==> src/rtl/msdap_pkg.sv <==
// ----------------------------------------------------------------------------
// msdap_pkg
// Shared definitions for the MSDAP datapath: the result word width, the
// serial bit period in sClk cycles, and the transmitter state encoding.
// Used by the FSM, the result path and the P2S transmitter.
// ----------------------------------------------------------------------------
package msdap_pkg;

    // Width of one filter result per channel.
    localparam int WORD_W       = 40;

    // sClk cycles per serial bit: 26.88 MHz / 768 kHz.
    localparam int CLKS_PER_BIT = 35;

    // Transmitter states.
    typedef enum logic {
        TX_IDLE  = 1'b0,
        TX_SHIFT = 1'b1
    } txState_t;

endpackage : msdap_pkg

==> src/rtl/p2s_bit_timer.sv <==
// ----------------------------------------------------------------------------
// p2s_bit_timer
// Bit-period divider and bit counter for the P2S transmitter.
//
// Ports:
//   sClk    in   system clock (posedge)
//   clear   in   synchronous clear of both counters (reset or flush)
//   start   in   restart the counters at the first bit of a new word
//   run     in   counters advance only while a word is on the lines
//   bitCnt  out  index of the bit currently shifting, 0 = MSB
//   bitTick out  last sClk cycle of the current bit period
//   wordEnd out  last sClk cycle of the last bit of the word
// ----------------------------------------------------------------------------
module p2s_bit_timer
    import msdap_pkg::*;
#(
    parameter int NUM_BITS = WORD_W,
    parameter int DIV      = CLKS_PER_BIT,
    parameter int BIT_W    = (NUM_BITS > 1) ? $clog2(NUM_BITS) : 1,
    parameter int DIV_W    = (DIV > 1) ? $clog2(DIV) : 1
) (
    input  logic             sClk,
    input  logic             clear,
    input  logic             start,
    input  logic             run,
    output logic [BIT_W-1:0] bitCnt,
    output logic             bitTick,
    output logic             wordEnd
);

    localparam logic [DIV_W-1:0] DIV_LAST = DIV_W'(DIV - 1);
    localparam logic [BIT_W-1:0] BIT_LAST = BIT_W'(NUM_BITS - 1);

    logic [DIV_W-1:0] divCnt;

    assign bitTick = run && (divCnt == DIV_LAST);
    assign wordEnd = bitTick && (bitCnt == BIT_LAST);

    always_ff @(posedge sClk) begin
        if (clear || start) begin
            divCnt <= '0;
            bitCnt <= '0;
        end else if (run) begin
            if (bitTick) begin
                // Both counters wrap to 0 at the end of a word, so a word
                // reloaded back-to-back starts with the counters already aligned.
                divCnt <= '0;
                bitCnt <= wordEnd ? '0 : bitCnt + BIT_W'(1);
            end else begin
                divCnt <= divCnt + DIV_W'(1);
            end
        end
    end

endmodule : p2s_bit_timer

==> src/rtl/msdap_p2s_tx.sv <==
// ----------------------------------------------------------------------------
// msdap_p2s_tx
// Parallel-to-serial transmitter for the MSDAP result path. Takes a 40-bit
// left/right result pair on a one-cycle strobe and shifts both out MSB-first,
// one bit per CLKS_PER_BIT sClk cycles, with a frame pulse on the first bit.
// A one-word holding register absorbs a result that arrives mid-word; a
// further strobe while that register is full is dropped and flagged.
//
// Ports:
//   sClk      in   system clock (posedge)
//   reset     in   synchronous active-high reset, highest priority
//   flush     in   synchronous abort of current and pending words
//   outReady  in   one-cycle strobe, resultL/resultR valid
//   resultL   in   left-channel result  [WORD_W-1:0]
//   resultR   in   right-channel result [WORD_W-1:0]
//   frameOut  out  high for the first bit period of each word
//   serialL   out  left serial data
//   serialR   out  right serial data
//   txBusy    out  high while a word is shifting
//   overrun   out  one-cycle pulse when a strobe is dropped
//
// All outputs are registered from the internal state, so they trail the
// state by one cycle: a strobe sampled at edge k shows on the lines from
// edge k+1.
// ----------------------------------------------------------------------------
module msdap_p2s_tx
    import msdap_pkg::txState_t;
    import msdap_pkg::TX_IDLE;
    import msdap_pkg::TX_SHIFT;
#(
    parameter int WORD_W       = msdap_pkg::WORD_W,
    parameter int CLKS_PER_BIT = msdap_pkg::CLKS_PER_BIT
) (
    input  logic              sClk,
    input  logic              reset,
    input  logic              flush,
    input  logic              outReady,
    input  logic [WORD_W-1:0] resultL,
    input  logic [WORD_W-1:0] resultR,
    output logic              frameOut,
    output logic              serialL,
    output logic              serialR,
    output logic              txBusy,
    output logic              overrun
);

    localparam int BIT_W = (WORD_W > 1) ? $clog2(WORD_W) : 1;

    txState_t          state;
    logic [WORD_W-1:0] shL;
    logic [WORD_W-1:0] shR;
    logic [WORD_W-1:0] pendL;
    logic [WORD_W-1:0] pendR;
    logic              pendValid;
    logic              dropFlag;

    logic [BIT_W-1:0]  bitCnt;
    logic              bitTick;
    logic              wordEnd;
    logic              clearAll;
    logic              startIdle;
    logic              shifting;

    assign clearAll  = reset || flush;
    assign shifting  = (state == TX_SHIFT);
    assign startIdle = (state == TX_IDLE) && outReady;

    p2s_bit_timer #(
        .NUM_BITS (WORD_W),
        .DIV      (CLKS_PER_BIT),
        .BIT_W    (BIT_W)
    ) uBitTimer (
        .sClk    (sClk),
        .clear   (clearAll),
        .start   (startIdle),
        .run     (shifting),
        .bitCnt  (bitCnt),
        .bitTick (bitTick),
        .wordEnd (wordEnd)
    );

    always_ff @(posedge sClk) begin
        if (clearAll) begin
            // Reset and flush both discard every word in flight; any strobe
            // in the same cycle is ignored.
            state     <= TX_IDLE;
            shL       <= '0;
            shR       <= '0;
            pendL     <= '0;
            pendR     <= '0;
            pendValid <= 1'b0;
            dropFlag  <= 1'b0;
            frameOut  <= 1'b0;
            serialL   <= 1'b0;
            serialR   <= 1'b0;
            txBusy    <= 1'b0;
            overrun   <= 1'b0;
        end else begin
            // Output registers: one cycle behind the shifter/counter state.
            frameOut <= shifting && (bitCnt == '0);
            serialL  <= shifting && shL[WORD_W-1];
            serialR  <= shifting && shR[WORD_W-1];
            txBusy   <= shifting;
            overrun  <= dropFlag;
            dropFlag <= 1'b0;

            case (state)
                TX_IDLE: begin
                    if (outReady) begin
                        shL   <= resultL;
                        shR   <= resultR;
                        state <= TX_SHIFT;
                    end
                end

                TX_SHIFT: begin
                    if (wordEnd) begin
                        if (pendValid) begin
                            shL <= pendL;
                            shR <= pendR;
                            // A strobe coinciding with the pend handoff
                            // refills the holding register, so nothing drops.
                            if (outReady) begin
                                pendL <= resultL;
                                pendR <= resultR;
                            end else begin
                                pendValid <= 1'b0;
                            end
                        end else if (outReady) begin
                            shL <= resultL;
                            shR <= resultR;
                        end else begin
                            state <= TX_IDLE;
                        end
                    end else begin
                        if (bitTick) begin
                            shL <= {shL[WORD_W-2:0], 1'b0};
                            shR <= {shR[WORD_W-2:0], 1'b0};
                        end
                        if (outReady) begin
                            if (!pendValid) begin
                                pendL     <= resultL;
                                pendR     <= resultR;
                                pendValid <= 1'b1;
                            end else begin
                                // Holding register keeps the older word.
                                dropFlag <= 1'b1;
                            end
                        end
                    end
                end

                default: state <= TX_IDLE;
            endcase
        end
    end

endmodule : msdap_p2s_tx

==> config.mk <==
export PLATFORM = sky130hd
export DESIGN_NAME = msdap_p2s_tx
export DESIGN_NICKNAME = d
export VERILOG_FILES = /design/src/rtl/msdap_pkg.sv /design/src/rtl/p2s_bit_timer.sv /design/src/rtl/msdap_p2s_tx.sv
export SDC_FILE = /design/constraint.sdc
export NUM_CORES = 1
export LEC_CHECK = 0
export ABC_CLOCK_PERIOD_IN_PS = 4100
export CORE_ASPECT_RATIO = 1.75
export CORE_MARGIN = 1
export CORE_UTILIZATION = 25
export DETAILED_ROUTE_END_ITERATION = 10
export PLACE_DENSITY = 0.48
export SLEW_MARGIN = 40
export SYNTH_ARGS = -nofsm -noshare
export SYNTH_HDL_FRONTEND = slang
export SYNTH_SLANG_ARGS = --single-unit
==> constraint.sdc <==
create_clock -name sClk -period 4.1 [get_ports sClk]
set_input_delay 1.025 -clock sClk [delete_from_list [all_inputs] [get_ports sClk]]
set_output_delay 1.025 -clock sClk [all_outputs]
set_load 0.02 [all_outputs]
======== Word-level counts from Yosys, hierarchy flattened ========
Index checks and enable logic that the tools add are counted.
storage, ports and cells
  register bits after elaboration ......... 180
  input port bits ......................... 84
  output and inout port bits .............. 5
  word-level logic and storage cells ...... 68
cells by class
  add/sub/neg operators ................... 2
  eq/ne operators ......................... 6
  muxes and demuxes ....................... 30
  bitwise gates (word level) .............. 2
  reduce and logical (&&, ||, !) cells .... 14
operator list
  cell                                                   count
  two-way mux 40 bit                                     18
  case mux 40 bit (2 select lines)                       2
  adder 6 x 1 -> 6 bit, second input constant            2
  equality test 6 bit, second input constant             2
  two-way mux 6 bit                                      2
  two-way mux 1 bit                                      7
  logical AND 1 bit                                      6
  logical NOT 6 bit                                      1
  AND reduction 5 bit                                    1
  inequality test 2 bit, second input constant           2
  AND reduction 2 bit                                    2
  OR reduction 4 bit                                     1
  inequality test 3 x 1 -> 1 bit, second input constant  1
  logical OR 1 bit                                       2
  inequality test 2 x 1 -> 1 bit, second input constant  1
  NOT 1 bit                                              2
  case mux 1 bit (2 select lines)                        1
  nonzero test 2 bit                                     1

======== Logic depth before layout (Yosys ltp) ========
  depth in word-level cells ............... 5
  depth in mapped cells ................... 9
  gate-level depth less buffers ........... 6

======== Hierarchy ========
A second synthesis with hierarchy kept.
unflattened totals
  cells, all modules ...................... 930
  area, all modules ....................... 8,182.8 sq um
by module, submodules not included
  module         instances  cells each  area each (sq um)  seq. area each (sq um)
  msdap_p2s_tx   1          857         7,539.7            3,363.2
  p2s_bit_timer  1          73          643.1              240.2

======== Worst setup path after synthesis ========
OpenSTA, ideal clock, no wires.
  kind .................................... input to register
  start point ............................. input port outReady
  end point ............................... register shL[10]
  setup time .............................. 0.120 ns
  data arrival time ....................... 2.399 ns
  required time ........................... 3.980 ns
  setup slack ............................. 1.582 ns
  stages .................................. 6
  path buffers ............................ 3
  cells stage by stage .................... clkbuf_1 > buf_2 > clkbuf_1 > mux2i_1 > a211oi_1 > a211o_1
on the way
  cells in the longest elaborated chain, start to end .. 4
RTL lines
  what                                  line                 RTL
  from (decl)                           msdap_p2s_tx.sv:37   input logic outReady,
  two-way mux 40 bit (*)                -
  two-way mux 40 bit (2 in a row)       -
  case mux 40 bit (2 select lines) (*)  -
  to (signal assigned)                  msdap_p2s_tx.sv:110  shL <= resultL;
  to (signal assigned)                  msdap_p2s_tx.sv:119  shL <= pendL;
  to (signal assigned)                  msdap_p2s_tx.sv:130  shL <= resultL;
  to (decl)                             msdap_p2s_tx.sv:50   logic [WORD_W-1:0] shL;
Every way passes the cells marked *; elsewhere a longest branch is shown, timed or not.
A chain may end at the register's enable or synchronous reset.

======== Worst setup path in the final report ========
  start point ............................. register uBitTimer.divCnt[0]
  end point ............................... register pendL[22]
on the way
  cells in the longest elaborated chain, start to end .. 5
  elaborated cells on any way between the ends .. 8
  those cells by class .................... 3 x eq/ne; 1 x mux; 4 x reduce/logical
RTL lines
  what                                                              line                 RTL
  from (decl)                                                       p2s_bit_timer.sv:34  logic [DIV_W-1:0] divCnt;
  from (signal assigned)                                            p2s_bit_timer.sv:50  divCnt <= divCnt + DIV_W'(1);
  equality test 6 bit (*)                                           p2s_bit_timer.sv:36  assign bitTick = run && (divCnt == DIV_LAST);
  logical AND 1 bit (*)                                             p2s_bit_timer.sv:36
  logical AND 1 bit (*)                                             p2s_bit_timer.sv:37  assign wordEnd = bitTick && (bitCnt == BIT_LAST);
  inequality test 2 x 1 -> 1 bit (no line) (tied with other cells)  -
  AND reduction 5 bit (no line)                                     -
  to (signal assigned)                                              msdap_p2s_tx.sv:124  pendL <= resultL;
  to (signal assigned)                                              msdap_p2s_tx.sv:142  pendL <= resultL;
  to (decl)                                                         msdap_p2s_tx.sv:52   logic [WORD_W-1:0] pendL;
Marks and branches as above.

==> summary.log <==
[route] iteration-0 DRC count of the detailed router 374
[clocking] CTS tree built
[floorplanning] area of the core 36300 um^2
[logic_synthesis] number of enable flip-flop cells after synthesis 0
[logic_synthesis] cell area after synthesis 9250 um^2
[critical_path] critical path class flop to flop
[logic_synthesis] Syn Nets 1096
[logic_synthesis] count of yosys warnings during synthesis 0
[final_layout] fraction of layout instances using a drive strength above 1 0.0531
[logic_synthesis] portion of synthesized cell area occupied by the leading cell type 0.390
[final_layout] antenna diode count 0
[clocking] clock slew at the register clock pins of the worst setup and hold paths 0.07 ns
[pwr] total net switching power 0.959 mW
[final_layout] post-route non-filler standard cell count 1505
[timing] actual transition at the worst max-transition pin 0.799 ns
[route] routed length per placed instance 17.7 um
[floorplanning] number of I/O pins 89
[global_route] global-route congestion overflow total 0
[route] via count 7691
[critical_path] critical-path cell list inv_1, ha_1, nor4b_2, buf_4, nand4_1, mux2i_4, buf_4, mux2i_1
[clocking] CTS buffer count 17
[global_route] pin count of the biggest net entering global routing 114
[timing] Max-slew headroom 0.468
[critical_path] slowest stage delay, CP 0.58 ns
[logic_synthesis] fraction of synthesis flops using an asynchronous set or reset pin 0
[logic_synthesis] Primary FF master, synth sky130_fd_sc_hd__dfxtp_1
[floorplanning] floorplan die area 37800 um^2
[placement] number of placed instances with taps included 1476
[status] result of the run completed
[route] length of the first detailed-routing pass in iterations 5
[critical_path] worst-path maximum fanout 31
[pwr] relative contribution of combinational cells to total power 0.096
[run] maxcap violations 0
[timing] final number of hold-violating endpoints 0
[timing] total setup violations reported at the end of the flow 0
[clocking] buffers inserted during post-CTS setup optimization 0
[pwr] Total Power Consumption 3.91 mW
[critical_path] kind of start point of the critical path flop
[pwr] Switching Fraction 0.245
[logic_synthesis] cell with the most instances after synthesis sky130_fd_sc_hd__dfxtp_1
[critical_path] CP Data Required Time 4.47 ns
[route] final routed DRC violation total 0
[route] post-detailed-routing wire length 26.6 mm
[clocking] Clock Tree Root sky130_fd_sc_hd__clkbuf_16
[logic_synthesis] most area-consuming cells after synthesis sky130_fd_sc_hd__dfxtp_1, sky130_fd_sc_hd__mux2i_1, sky130_fd_sc_hd__a211o_1
[timing] worst clock skew 0.00666 ns
[critical_path] critical path endpoint category flop
[clocking] Worst-Skew Late Latency 0.44 ns
[clocking] H-tree Lvls 4
[floorplanning] initial cell density of the core 0.255
[pwr] portion of total power attributed to the clock network 0.442
[global_route] antenna violations before repair 0
[timing] ratio of final minimum period to clock period 0.636
[timing] final-layout setup total negative slack 0 ns
[timing] setup repair after global routing missed its margin no
[placement] total half-perimeter wirelength after legalization and detailed placement 15.4 mm
[logic_synthesis] sequential share of the synthesized area 0.390
[floorplanning] die extent in y 256 um
[placement] Port Buf Inserts 88
[final_layout] area growth from synthesis to layout 20.2%
[critical_path] critical path's slowest cell sky130_fd_sc_hd__buf_4
[global_route] Global Route Usage Sum 0.142
[logic_synthesis] count of state elements after synthesis 180
[logic_synthesis] number of instances in the synthesized netlist 1008
[global_route] vias in the first global route 7459
[timing] time the worst path needs with I/O delays and setup 2.61 ns
[logic_synthesis] Yosys cell types 33
[pwr] part of the total power dissipated in sequential elements 0.462
[route] Via density 5.11
[placement] gp weighted congestion 0.710
[pwr] Cell Int Power 2.95 mW
[final_layout] net total in the final layout 1113
[timing] Slew Viols, Final 0
[clocking] clock tree buffer depth 2
[min_path] min-delay worst type flop to flop
[pwr] maximum resistive drop on vdd 0.000244 V
[critical_path] arrival time at the worst endpoint 2.98 ns
[clocking] Gates resized, CTS repair 0
[timing] timing-limited maximum frequency 384 MHz
[clocking] CTS sink count 180
[logic_synthesis] post-synthesis cell type with the largest combined area sky130_fd_sc_hd__dfxtp_1
[critical_path] most used cell along the critical path sky130_fd_sc_hd__buf_4
[logic_synthesis] Post-Synthesis Mean Instance Area 9.17 um^2
[pwr] Power Dens Cells 352 nW/um^2
[floorplanning] total number of placement rows 92
[route] DRT antenna net count 0
[floorplanning] Die Wd 147 um
[logic_synthesis] top cell types by occurrence after synthesis sky130_fd_sc_hd__dfxtp_1, sky130_fd_sc_hd__nand2_1, sky130_fd_sc_hd__mux2i_1
[pwr] leakage power summed over all cells 4.72 nW
[clocking] total of hold buffers inserted after clock tree synthesis 0
[global_route] first-pass GRT wire length 42.2 mm
logic make-up after synthesis:
| kind of cell | count (synthesis) | synth area share |
|---|---|---|
| flip-flops | 180 | 0.390 |
| buffers and inverters | 112 | 0.0507 |
| multiplexers | 161 | 0.174 |
| AO/OA/AOI/OAI | 253 | 0.224 |
| adder cells (fa/ha/maj) | 4 | 0.00541 |
| AND/OR/NAND/NOR | 289 | 0.147 |
| XOR/XNOR | 9 | 0.00853 |
worst paths after layout:
check                      start   endpoint  slack [ns]  cells after the start
max          uBitTimer.divCnt[0]  pendL[22]        1.49                      8
min                     pendR[3]   pendR[3]        0.45                      2
max reg2reg  uBitTimer.divCnt[0]  pendL[22]        1.49                      8
min reg2reg             pendR[3]   pendR[3]        0.45                      2
per-stage QoR:
step / hold WS (ns) / area [um^2] / util / setup WS (ns)
final: 0.453 / 11100 / 0.307 / 1.49
after global routing: 0.467 / 11100 / 0.307 / 1.28
after CTS: 0.455 / 11100 / 0.307 / 1.43
after detailed placement: 0.442 / 10500 / 0.290 / 1.15
after global placement: 0.438 / 10500 / 0.290 / 1.14
after floorplan: 0.406 / 9250 / - / 1.58
state kept, by name, indices dropped and copies added, names as in the netlist:
name,cells
pendL,40
pendR,40
shL,40
shR,40
uBitTimer.bitCnt,6
uBitTimer.divCnt,6
dropFlag,1
frameOut,1
overrun,1
pendValid,1
serialL,1
serialR,1
shifting,1
txBusy,1
placed cells by master, fill, tap and decap left out, types with 2 or more instances in the layout:
master                            synthesis  routed
sky130_fd_sc_hd__a211o_1                 78      78
sky130_fd_sc_hd__a211oi_1                79      79
sky130_fd_sc_hd__a21o_1                   4       4
sky130_fd_sc_hd__a21oi_1                  9       8
sky130_fd_sc_hd__a22o_1                  78      78
sky130_fd_sc_hd__and2_1                   2       2
sky130_fd_sc_hd__and3_1                  81      81
sky130_fd_sc_hd__and4_1                   3       2
sky130_fd_sc_hd__buf_12                   0       6
sky130_fd_sc_hd__buf_4                   10      10
sky130_fd_sc_hd__buf_6                    0       2
sky130_fd_sc_hd__bufinv_16                0       3
sky130_fd_sc_hd__clkbuf_16                0      17
sky130_fd_sc_hd__clkbuf_8                 0       3
sky130_fd_sc_hd__clkdlybuf4s50_1          0      87
sky130_fd_sc_hd__clkinvlp_4               0       2
sky130_fd_sc_hd__dfxtp_1                180     179
sky130_fd_sc_hd__ha_1                     4       4
sky130_fd_sc_hd__inv_1                    5       5
sky130_fd_sc_hd__mux2i_1                161     160
sky130_fd_sc_hd__nand2_1                165     165
sky130_fd_sc_hd__nand3_1                  3       3
sky130_fd_sc_hd__nand4_1                  4       4
sky130_fd_sc_hd__nor2_1                  19      18
sky130_fd_sc_hd__nor3_1                   3       3
sky130_fd_sc_hd__nor4_1                   2       2
sky130_fd_sc_hd__o21ai_0                  3       3
sky130_fd_sc_hd__xnor2_1                  6       6
sky130_fd_sc_hd__xor2_1                   3       3
metal layers:
metal / part of all wire / global-route usage / vias up
met1: 0.44 / 0.169 / 3809
met3: 0.021 / 0.0222 / 17
met4: 0.015 / 0.0475 / 0
met2: 0.53 / 0.255 / 105
met5: 0 / 0 / -
li1: - / - / 3760
final cells by class:
| cell class | instances | area [um^2] |
|---|---|---|
| Clock buffer | 21 | 470 |
| Inverter | 5 | 18.8 |
| Multi-Input combinational cell | 716 | 5220 |
| Sequential cell | 180 | 3610 |
| Clock inverter | 8 | 125 |
| Tap cell | 470 | 588 |
| Fill cell | 3810 | 25100 |
| Timing Repair Buffer | 105 | 1090 |
power groups by stage:
stage	sequential, mW	clock, mW	combinational (mW)
final	1.81	1.73	0.374
after global routing	1.81	1.86	0.406
after CTS	1.81	1.79	0.381
after detailed placement	1.85	0	0.381
after global placement	1.85	0	0.377
after floorplan	1.84	0	0.217
worst max-delay path, delay by kind of cell (launching register included):
family / cells / cell delay [ns]
buffers and inverters: 3 / 0.81
adders and majority gates: 1 / 0.20
DFF: 1 / 0.40
and+or+nand+nor: 2 / 0.36
muxes: 2 / 0.72
Note: power is estimated with default switching activity, not from simulation.
